===== src/rtl/axi4_lite_bus_join_rd_if.sv =====
// AXI4-Lite read-channel bundle (AR + R) used for both upstream masters and the downstream slave.
// The master modport drives requests; the slave modport answers them.
interface axi4_lite_bus_join_rd_if #(
  parameter int A = 32,
  parameter int D = 32
);
  logic         arvalid;
  logic         arready;
  logic [A-1:0] araddr;
  logic [2:0]   arprot;
  logic         rvalid;
  logic         rready;
  logic [D-1:0] rdata;
  logic [1:0]   rresp;

  modport master (
    output arvalid, araddr, arprot, rready,
    input  arready, rvalid, rdata, rresp
  );

  modport slave (
    input  arvalid, araddr, arprot, rready,
    output arready, rvalid, rdata, rresp
  );
endinterface


===== src/rtl/axi4_lite_bus_join_rd.sv =====
// Two-master to one-slave AXI4-Lite read join: round-robin AR arbitration into a registered AR
// stage, with an in-order route FIFO steering each R beat back to the master that issued it.
module axi4_lite_bus_join_rd #(
  parameter int A     = 32,
  parameter int D     = 32,
  parameter int N_OUT = 4
) (
  input  logic                    aclk,
  input  logic                    areset,
  axi4_lite_bus_join_rd_if.slave  s0,
  axi4_lite_bus_join_rd_if.slave  s1,
  axi4_lite_bus_join_rd_if.master m
);
  localparam int            PW      = $clog2(N_OUT);
  localparam int            CW      = PW + 1;
  localparam logic [CW-1:0] MAX_CNT = CW'(N_OUT);

  logic          r_arvalid;
  logic [A-1:0]  r_araddr;
  logic [2:0]    r_arprot;
  logic          r_last_grant;
  logic [CW-1:0] r_count;
  logic [N_OUT-1:0] r_route;
  logic [PW:0]   r_wr_ptr;
  logic [PW:0]   r_rd_ptr;

  logic          w_fifo_empty;
  logic          w_head;
  logic          w_head_rready;
  logic          w_rready;
  logic          w_r_hs;
  logic          w_any;
  logic          w_grant;
  logic [CW-1:0] w_count_after;
  logic          w_load;

  // R path: head of the route FIFO picks the owning master, zero latency.
  always_comb begin
    w_fifo_empty  = (r_wr_ptr == r_rd_ptr);
    w_head        = r_route[r_rd_ptr[PW-1:0]];
    w_head_rready = w_head ? s1.rready : s0.rready;
    w_rready      = ~areset & ~w_fifo_empty & w_head_rready;
    w_r_hs        = m.rvalid & w_rready;
  end

  // A completing R frees a slot in the same cycle, so a full block can still accept.
  always_comb begin
    w_any         = s0.arvalid | s1.arvalid;
    w_grant       = (s0.arvalid & s1.arvalid) ? ~r_last_grant : s1.arvalid;
    w_count_after = r_count - {{(CW-1){1'b0}}, w_r_hs};
    w_load        = ~areset & (~r_arvalid | m.arready) & (w_count_after < MAX_CNT) & w_any;
  end

  assign s0.arready = w_load & ~w_grant;
  assign s1.arready = w_load & w_grant;

  assign s0.rvalid  = ~areset & m.rvalid & ~w_fifo_empty & ~w_head;
  assign s1.rvalid  = ~areset & m.rvalid & ~w_fifo_empty & w_head;
  assign s0.rdata   = m.rdata;
  assign s1.rdata   = m.rdata;
  assign s0.rresp   = m.rresp;
  assign s1.rresp   = m.rresp;

  assign m.rready   = w_rready;
  assign m.arvalid  = r_arvalid;
  assign m.araddr   = r_araddr;
  assign m.arprot   = r_arprot;

  always_ff @(posedge aclk or posedge areset) begin
    if (areset) begin
      r_arvalid    <= 1'b0;
      r_araddr     <= '0;
      r_arprot     <= '0;
      r_last_grant <= 1'b1;
    end else if (w_load) begin
      r_arvalid    <= 1'b1;
      r_araddr     <= w_grant ? s1.araddr : s0.araddr;
      r_arprot     <= w_grant ? s1.arprot : s0.arprot;
      r_last_grant <= w_grant;
    end else if (m.arready) begin
      r_arvalid    <= 1'b0;
    end
  end

  always_ff @(posedge aclk or posedge areset) begin
    if (areset) begin
      r_count <= '0;
    end else begin
      case ({w_load, w_r_hs})
        2'b10:   r_count <= r_count + 1'b1;
        2'b01:   r_count <= r_count - 1'b1;
        default: r_count <= r_count;
      endcase
    end
  end

  always_ff @(posedge aclk or posedge areset) begin
    if (areset) begin
      r_route  <= '0;
      r_wr_ptr <= '0;
      r_rd_ptr <= '0;
    end else begin
      if (w_load) begin
        r_route[r_wr_ptr[PW-1:0]] <= w_grant;
        r_wr_ptr                  <= r_wr_ptr + 1'b1;
      end
      if (w_r_hs) begin
        r_rd_ptr <= r_rd_ptr + 1'b1;
      end
    end
  end
endmodule


===== src/flat_wrapper.sv =====
// flat-port wrapper written by rule: the top's interface ports become plain ports
module axi4_lite_bus_join_rd_flat 
#(
  parameter int A     = 32,
  parameter int D     = 32,
  parameter int N_OUT = 4
)
  (aclk, areset, s0_arvalid, s0_araddr, s0_arprot, s0_rready, s0_arready, s0_rvalid, s0_rdata, s0_rresp, s1_arvalid, s1_araddr, s1_arprot, s1_rready, s1_arready, s1_rvalid, s1_rdata, s1_rresp, m_arvalid, m_araddr, m_arprot, m_rready, m_arready, m_rvalid, m_rdata, m_rresp);
  axi4_lite_bus_join_rd_if #(.A(A), .D(D)) s0_i ();
  axi4_lite_bus_join_rd_if #(.A(A), .D(D)) s1_i ();
  axi4_lite_bus_join_rd_if #(.A(A), .D(D)) m_i ();
  input  logic aclk;
  input  logic areset;
  input wire logic [$bits(s0_i.arvalid)-1:0] s0_arvalid;
  input wire logic [$bits(s0_i.araddr)-1:0] s0_araddr;
  input wire logic [$bits(s0_i.arprot)-1:0] s0_arprot;
  input wire logic [$bits(s0_i.rready)-1:0] s0_rready;
  output wire logic [$bits(s0_i.arready)-1:0] s0_arready;
  output wire logic [$bits(s0_i.rvalid)-1:0] s0_rvalid;
  output wire logic [$bits(s0_i.rdata)-1:0] s0_rdata;
  output wire logic [$bits(s0_i.rresp)-1:0] s0_rresp;
  input wire logic [$bits(s1_i.arvalid)-1:0] s1_arvalid;
  input wire logic [$bits(s1_i.araddr)-1:0] s1_araddr;
  input wire logic [$bits(s1_i.arprot)-1:0] s1_arprot;
  input wire logic [$bits(s1_i.rready)-1:0] s1_rready;
  output wire logic [$bits(s1_i.arready)-1:0] s1_arready;
  output wire logic [$bits(s1_i.rvalid)-1:0] s1_rvalid;
  output wire logic [$bits(s1_i.rdata)-1:0] s1_rdata;
  output wire logic [$bits(s1_i.rresp)-1:0] s1_rresp;
  output wire logic [$bits(m_i.arvalid)-1:0] m_arvalid;
  output wire logic [$bits(m_i.araddr)-1:0] m_araddr;
  output wire logic [$bits(m_i.arprot)-1:0] m_arprot;
  output wire logic [$bits(m_i.rready)-1:0] m_rready;
  input wire logic [$bits(m_i.arready)-1:0] m_arready;
  input wire logic [$bits(m_i.rvalid)-1:0] m_rvalid;
  input wire logic [$bits(m_i.rdata)-1:0] m_rdata;
  input wire logic [$bits(m_i.rresp)-1:0] m_rresp;
  assign s0_i.arvalid = s0_arvalid;
  assign s0_i.araddr = s0_araddr;
  assign s0_i.arprot = s0_arprot;
  assign s0_i.rready = s0_rready;
  assign s0_arready = s0_i.arready;
  assign s0_rvalid = s0_i.rvalid;
  assign s0_rdata = s0_i.rdata;
  assign s0_rresp = s0_i.rresp;
  assign s1_i.arvalid = s1_arvalid;
  assign s1_i.araddr = s1_araddr;
  assign s1_i.arprot = s1_arprot;
  assign s1_i.rready = s1_rready;
  assign s1_arready = s1_i.arready;
  assign s1_rvalid = s1_i.rvalid;
  assign s1_rdata = s1_i.rdata;
  assign s1_rresp = s1_i.rresp;
  assign m_arvalid = m_i.arvalid;
  assign m_araddr = m_i.araddr;
  assign m_arprot = m_i.arprot;
  assign m_rready = m_i.rready;
  assign m_i.arready = m_arready;
  assign m_i.rvalid = m_rvalid;
  assign m_i.rdata = m_rdata;
  assign m_i.rresp = m_rresp;
  axi4_lite_bus_join_rd #(.A(A), .D(D), .N_OUT(N_OUT)) u_core (.aclk(aclk), .areset(areset), .s0(s0_i), .s1(s1_i), .m(m_i));
endmodule

===== config.mk =====
export PLATFORM = sky130hd
export DESIGN_NAME = axi4_lite_bus_join_rd_flat
export DESIGN_NICKNAME = d
export VERILOG_FILES = /design/src/rtl/axi4_lite_bus_join_rd_if.sv /design/src/rtl/axi4_lite_bus_join_rd.sv /design/src/flat_wrapper.sv
export SDC_FILE = /design/constraint.sdc
export NUM_CORES = 1
export LEC_CHECK = 0
export CORE_MARGIN = 8
export CORE_UTILIZATION = 33
export CTS_CLUSTER_DIAMETER = 150
export DETAILED_ROUTE_END_ITERATION = 8
export GPL_TIMING_DRIVEN = 0
export HOLD_SLACK_MARGIN = 0.1
export PLACE_DENSITY = 0.81
export SETUP_SLACK_MARGIN = 0.05
export SYNTH_ARGS = -nofsm -noshare
export SYNTH_HDL_FRONTEND = slang
export SYNTH_SLANG_ARGS = --single-unit

===== constraint.sdc =====
create_clock -name aclk -period 3.38 [get_ports aclk]
set_input_delay 0.338 -clock aclk [delete_from_list [all_inputs] [get_ports aclk]]
set_output_delay 0.338 -clock aclk [all_outputs]
set_load 0.03 [all_outputs]

# After elaboration in Yosys (flattened, before gate mapping)
# Index checks and enable logic that the tools add are counted.
# W data, S select, Z words.
[op_classes] addsub=5 multipliers=0 div_mod_pow=0 magnitude_cmp=4 n_eq_ne=3 shift=0 muxes=12 bitwise_logic=21 n_reduce_logical=3
[op_table] cell="$mux W32" count=1
[op_table] cell="$and A1 B1 Y1" count=13
[op_table] cell="$add A3 B1 Y3 const B" count=3
[op_table] cell="$lt A2 B3 Y1 const B" count=2
[op_table] cell="$mux W1" count=6
[op_table] cell="$not A1 Y1" count=6
[op_table] cell="$pmux W3 S2" count=1
[op_table] cell="$bwmux W4" count=1
[op_table] cell="$reduce_bool A2 Y1" count=2
[op_table] cell="$eq A3 B3 Y1" count=1
[op_table] cell="$lt A3 B3 Y1 const B" count=1
[op_table] cell="$mux W3" count=1
[op_table] cell="$sub A3 B1 Y3" count=1
[op_table] cell="$sub A3 B1 Y3 const B" count=1
[op_table] cell="$bmux W1 S2" count=1
[op_table] cell="$demux W1 S2" count=1
[op_table] cell="$eq A2 B1 Y1 const B" count=1
[op_table] cell="$eq A2 B2 Y1 const B" count=1
[op_table] cell="$ge A2 B1 Y1 const B" count=1
[op_table] cell="$or A1 B1 Y1" count=2
[op_table] cell="$logic_and A1 B1 Y1" count=1
[word_totals] regBits=50 latchBits=0 ram_bits=0 romBits=0 inputBits=112 out_inout_bits=109 elab_cells=56 memories=0

# Depth between registers and ports, before layout
[depth] depth_word=11 depth_mapped=11 ltp_nobuf=10

# Worst setup path after synthesis
# Ideal clock, no wire load.
[synth_timing] kind="input port to flip-flop" from="in areset" to="reg u_core.r_count[2]" setup_ps=79 arrival_time_ps=4093 t_required_ps=3301 slack_ps=-792 stages=11 path_buffers=1 path_cell_list="inv_1 o311ai_0 nor4_4 mux2i_4 buf_6 ha_1 inv_1 fa_1 xor2_1 nor2_1 xor2_1"
[synth_via] elab_chain_cells=10 word_cells_on_any_way=13 cone_classes="1 x add/sub; 1 x order compare; 2 x eq/ne; 1 x mux; 7 x bitwise; 1 x reduce/logical"
[synth_rtl] element="start: declaration" line_no="flat_wrapper.sv:13" text="input logic areset;"
[synth_rtl] element="$not A1 Y1 (*)" line_no="axi4_lite_bus_join_rd.sv:42, axi4_lite_bus_join_rd.sv:51"
[synth_rtl] element="$and A1 B1 Y1 (2 in a row)" line_no="axi4_lite_bus_join_rd.sv:42" text="w_rready = ~areset & ~w_fifo_empty & w_head_rready;"
[synth_rtl] element="$and A1 B1 Y1" line_no="axi4_lite_bus_join_rd.sv:43" text="w_r_hs = m.rvalid & w_rready;"
[synth_rtl] element="$sub A3 B1 Y3" line_no="axi4_lite_bus_join_rd.sv:50" text="w_count_after = r_count - {{(CW-1){1'b0}}, w_r_hs};"
[synth_rtl] element="$lt A3 B3 Y1" line_no="axi4_lite_bus_join_rd.sv:51" text="w_load = ~areset & (~r_arvalid | m.arready) & (w_count_after < MAX_CNT) & w_any;"
[synth_rtl] element="$and A1 B1 Y1 (2 in a row)" line_no="axi4_lite_bus_join_rd.sv:51"
[synth_rtl] element="$eq A2 B1 Y1 or $eq A2 B2 Y1 (tied branches)" line_no="axi4_lite_bus_join_rd.sv:89" text="case ({w_load, w_r_hs})"
[synth_rtl] element="$pmux W3 S2 or $reduce_bool A2 Y1 (tied branches)"
[synth_rtl] element="end signal: assignment" line_no="axi4_lite_bus_join_rd.sv:90" text="2'b10: r_count <= r_count + 1'b1;"
[synth_rtl] element="end signal: assignment" line_no="axi4_lite_bus_join_rd.sv:91" text="2'b01: r_count <= r_count - 1'b1;"
[synth_rtl] element="end signal: assignment" line_no="axi4_lite_bus_join_rd.sv:92" text="default: r_count <= r_count;"
[synth_rtl] element="end: declaration" line_no="axi4_lite_bus_join_rd.sv:22" text="logic [CW-1:0] r_count;"
# Mark *: on every way between the ends. The rest lies on a longest branch, timed or not.
# A chain may end at the register's enable or synchronous reset.

# Final worst setup path
[layout_timing] from="reg u_core.r_rd_ptr[0]" to="reg u_core.r_count[2]"
[layout_via] elab_chain_cells=11 word_cells_on_any_way=16 cone_classes="1 x add/sub; 1 x order compare; 3 x eq/ne; 4 x mux; 6 x bitwise; 1 x reduce/logical"
[layout_rtl] element="start: declaration" line_no="axi4_lite_bus_join_rd.sv:25" text="logic [PW:0] r_rd_ptr;"
[layout_rtl] element="start signal: assignment" line_no="axi4_lite_bus_join_rd.sv:108" text="r_rd_ptr <= r_rd_ptr + 1'b1;"
[layout_rtl] element="$bmux W1 S2 or $eq A3 B3 Y1 (tied branches)" line_no="axi4_lite_bus_join_rd.sv:40, axi4_lite_bus_join_rd.sv:39"
[layout_rtl] element="$mux W1 (not written as such) or $not A1 Y1 (tied branches)" line_no="axi4_lite_bus_join_rd.sv:40, axi4_lite_bus_join_rd.sv:42"
[layout_rtl] element="$mux W1 or $and A1 B1 Y1 (tied branches)" line_no="axi4_lite_bus_join_rd.sv:41, axi4_lite_bus_join_rd.sv:42"
[layout_rtl] element="$and A1 B1 Y1 (*)" line_no="axi4_lite_bus_join_rd.sv:42"
[layout_rtl] element="$and A1 B1 Y1 (*)" line_no="axi4_lite_bus_join_rd.sv:43"
[layout_rtl] element="$sub A3 B1 Y3" line_no="axi4_lite_bus_join_rd.sv:50"
[layout_rtl] element="$lt A3 B3 Y1" line_no="axi4_lite_bus_join_rd.sv:51"
[layout_rtl] element="$and A1 B1 Y1 (2 in a row)" line_no="axi4_lite_bus_join_rd.sv:51"
[layout_rtl] element="$eq A2 B1 Y1 or $eq A2 B2 Y1 (tied branches)" line_no="axi4_lite_bus_join_rd.sv:89"
[layout_rtl] element="$pmux W3 S2 or $reduce_bool A2 Y1 (tied branches)"
# Mark *: on every way between the ends. The rest lies on a longest branch, timed or not. The select of a mux whose other input is x is not followed.

==> results.md <==
* Power Total at 0.00382 W
* Placed Area at approximately 0.0053 mm²
* Cells after synthesis at ~260
* Status: finished, final reports clean
* Sw Ratio at 0.401
* DRC viols at 0
* Reg2reg path depth at 11
* Max Slew Vio Count at 0
* Hold depth at 1
* Layout Nets at 580
* FMAX at between 300 and 400 MHz
* Post-Syn Nets at approximately 380
* DPL Wire Length at 8050 µm
* IO Port Bufs at 186
* Cell variety after synth at 27
* Initial DRT Pass Iterations at 4
* Layout Utilization at 0.562
* Mapped Area at roughly 0.0033 mm²
* Unrepaired setup endpoints after global routing: no
* Switching power at roughly 0.0015 W
* Power share of the clock group at 0.096
* R2R setup slack at about 0.23 ns
* Share of cells above drive strength 1 at 0.374
* CTS buffer count at 5
* Final worst slack at around 0.23 ns
* Hold path start: u_core.r_rd_ptr[2]$_DFFE_PP0P_
* Largest cells by area after synthesis: dfrtp_1, mux2_4, mux2_2
* Slew HR at 0.209
* Tcrit/Tclk final at 0.933
* Internal power at ~0.0023 W
* Post-synthesis sequential area ratio at 0.379
* Yosys top cell area share at 0.371
* Crit path max fanout at 10
* Clock Latency Late Sink at about 0.3 ns
* Routability cong. at roughly 0.73
* Vias/cell at 4.33
* Max_cap viols at 0
* Tightest Pin Transition at around 1.2 ns
* Worst Path Required at about 3.6 ns
* Crit. Startpoint: u_core.r_rd_ptr[0]$_DFFE_PP0P_
* Ys flop type: dfrtp_1
* Initial drt markers at between 40 and 50
* CTS tree: built
* Ports at 221
* Vias in the first global route at roughly 2900
* Comb power frac at 0.609
* Min Tclk post-route at around 3.2 ns
* Routed vias at 2578
* Flops & latches, synth at 50
* Wire length per cell at about 16 µm
* First-pass GRT wire length at approximately 15000 µm
* Critical Path Sink Type: flip-flop
* Initial Util at 0.340
* Max IR drop VDD at 0.394 mV
* Seq pwr share at 0.295
* Skew final at ~0.0096 ns
* Crit start category: flip-flop
* Full die area at 0.0135 mm²
* FFs w/ async S/R, synth at 1.00
* Number of flops mapped to enable cells by yosys at 0
* Synthesis Warnings at 0
* Pwr/cell area at between 600 and 700 mW/mm²
* Final setup vio count at 0
* Final ANT Viol Nets at 0
* RR Startpoint: u_core.r_rd_ptr[0]$_DFFE_PP0P_
* Total wire length at approximately 9800 µm
* Largest net degree at the start of global routing at 26
* Tot GR Track Use at 0.139
* Final global-route overflow total at 0
* Antenna cells at 0
* Area growth from synthesis to layout at 65.5%
* Worst hold path endpoint: u_core.r_rd_ptr[2]$_DFFE_PP0P_
* Core Rows at 36
* Clk buf depth at 2
* Initial antenna violation count at 0
* Final hold slack at 0.503 ns
* Pleak at about 2.4 nW
* Syn_area_per_cell at about 13 µm²
* Finished Cell Area at roughly 0.0055 mm²
* Setup WS pre-CTS at -1.05 ns
* Crit Path Class: flip-flop to flip-flop
* CTS sink cnt at 50
* Htree depth at 2
* Cell taking the most area after synthesis: dfrtp_1
* R2r endpoint: u_core.r_count[2]$_DFFE_PP0P_
* Clock transition at path regs at approximately 0.10 ns
* Placeable Area at 0.00973 mm²
* Die X at 116 µm
* Die H at approximately 120 µm
* CTS root buf: clkbuf_8
* Worst Hold Class: flip-flop to flip-flop
* Final Hold Fails at 0
* Critical Path AT at ~3.4 ns
worst max path at each step:
| stage | endpoint | slack, ns | cells after the start |
|---|---|---|---|
| floorplan | u_core.r_count[2]$_DFFE_PP0P_ | 0.10 | 11 |
| global placement | u_core.r_count[2]$_DFFE_PP0P_ | -0.99 | 12 |
| detailed placement | u_core.r_count[2]$_DFFE_PP0P_ | -1.05 | 12 |
| CTS | u_core.r_count[2]$_DFFE_PP0P_ | 0.12 | 11 |
| global route | u_core.r_count[2]$_DFFE_PP0P_ | 0.05 | 11 |
| finish | u_core.r_count[2]$_DFFE_PP0P_ | 0.23 | 11 |
critical path, stage by stage, from the launching register on:
cell and delay (ns):
dfrtp_2 0.42, mux4_2 0.56, mux2i_1 0.22, nor4_4 0.34, mux2i_4 0.30, buf_6 0.19
ha_1 0.20, inv_1 0.06, fa_1 0.37, xor2_1 0.15, nor2_1 0.11, xor2_1 0.16
cell type report:
class | count | area (µm²)
fill | 818 | 4260
clock buffer | 6 | 82.6
inverter | 7 | 30.0
buffer | 77 | 574
multi-input combinational | 128 | 1450
sequential | 50 | 1250
tap | 133 | 166
clock inverter | 2 | 12.5
timing repair buffer | 190 | 1890
timing repair inverter | 2 | 10.0
kinds of logic after synthesis:
kind of cell	count (synthesis)	share of synthesized area
compound gates	3	0.00719
xor+xnor	10	0.0265
fa+ha+maj	7	0.0288
buf+inv	84	0.182
flops	50	0.379
mux	85	0.335
simple gates	23	0.0416
sequential cells by signal, summed over array words and instances (netlist names):
register	flops
u_core.m.arprot	3
u_core.r_count	3
u_core.r_rd_ptr	3
u_core.m.araddr	32
u_core.r_route	4
u_core.m.arvalid	1
u_core.r_wr_ptr	3
u_core.r_last_grant	1
timing repair:
item	CTS	global route
setup buffers	3	1
cloned	2	0
pin swaps	1	1
endpoints found under the hold margin	0	0
endpoints found under the setup margin	42	2
resized for setup	2	1
hold buffers	0	0
power by group through the flow:
stage	combinational (W)	sequential, W	clock, W
after CTS	0.00236	0.00113	0.000385
after global routing	0.00246	0.00117	0.000410
final	0.00233	0.00113	0.000365
after floorplan	0.00107	0.00153	0
after global placement	0.00230	0.00112	0
after detailed placement	0.00235	0.00113	0
cell usage after synthesis (5+ instances only):
cell	instances
buf_4	68
clkbuf_1	5
dfrtp_1	49
ha_1	6
inv_1	7
mux2_2	46
mux2_4	35
nor2_1	6
xor2_1	6
cell usage in the layout (no fill, tap or decap), types with 3 or more instances in the layout:
cell type        instances
buf_4                   72
buf_6                    4
clkbuf_1                 5
clkbuf_8                 6
clkdlybuf4s50_1        184
dfrtp_1                 48
ha_1                     6
inv_1                    6
mux2_2                  46
mux2_4                  35
nand3_1                  4
nand3b_1                 4
nor2_1                   6
nor3_1                   3
xnor2_1                  4
xor2_1                   6
stage by stage:
step | TNS, ns | instances
finish | 0 | 595
global route | 0 | 595
CTS | 0 | 594
detailed placement | -18.69 | 581
global placement | -16.27 | 581
floorplan | 0 | 262
routing by layer:
metal,share of wire,up-vias,global-route usage,routed length (µm)
met5,0,-,0,0
met4,0.0091,0,0.0294,89
met3,0.15,8,0.0771,1500
met2,0.48,152,0.246,4670
met1,0.36,1202,0.140,3510
li1,-,1216,-,-
Note: power is estimated with default switching activity, not from simulation.
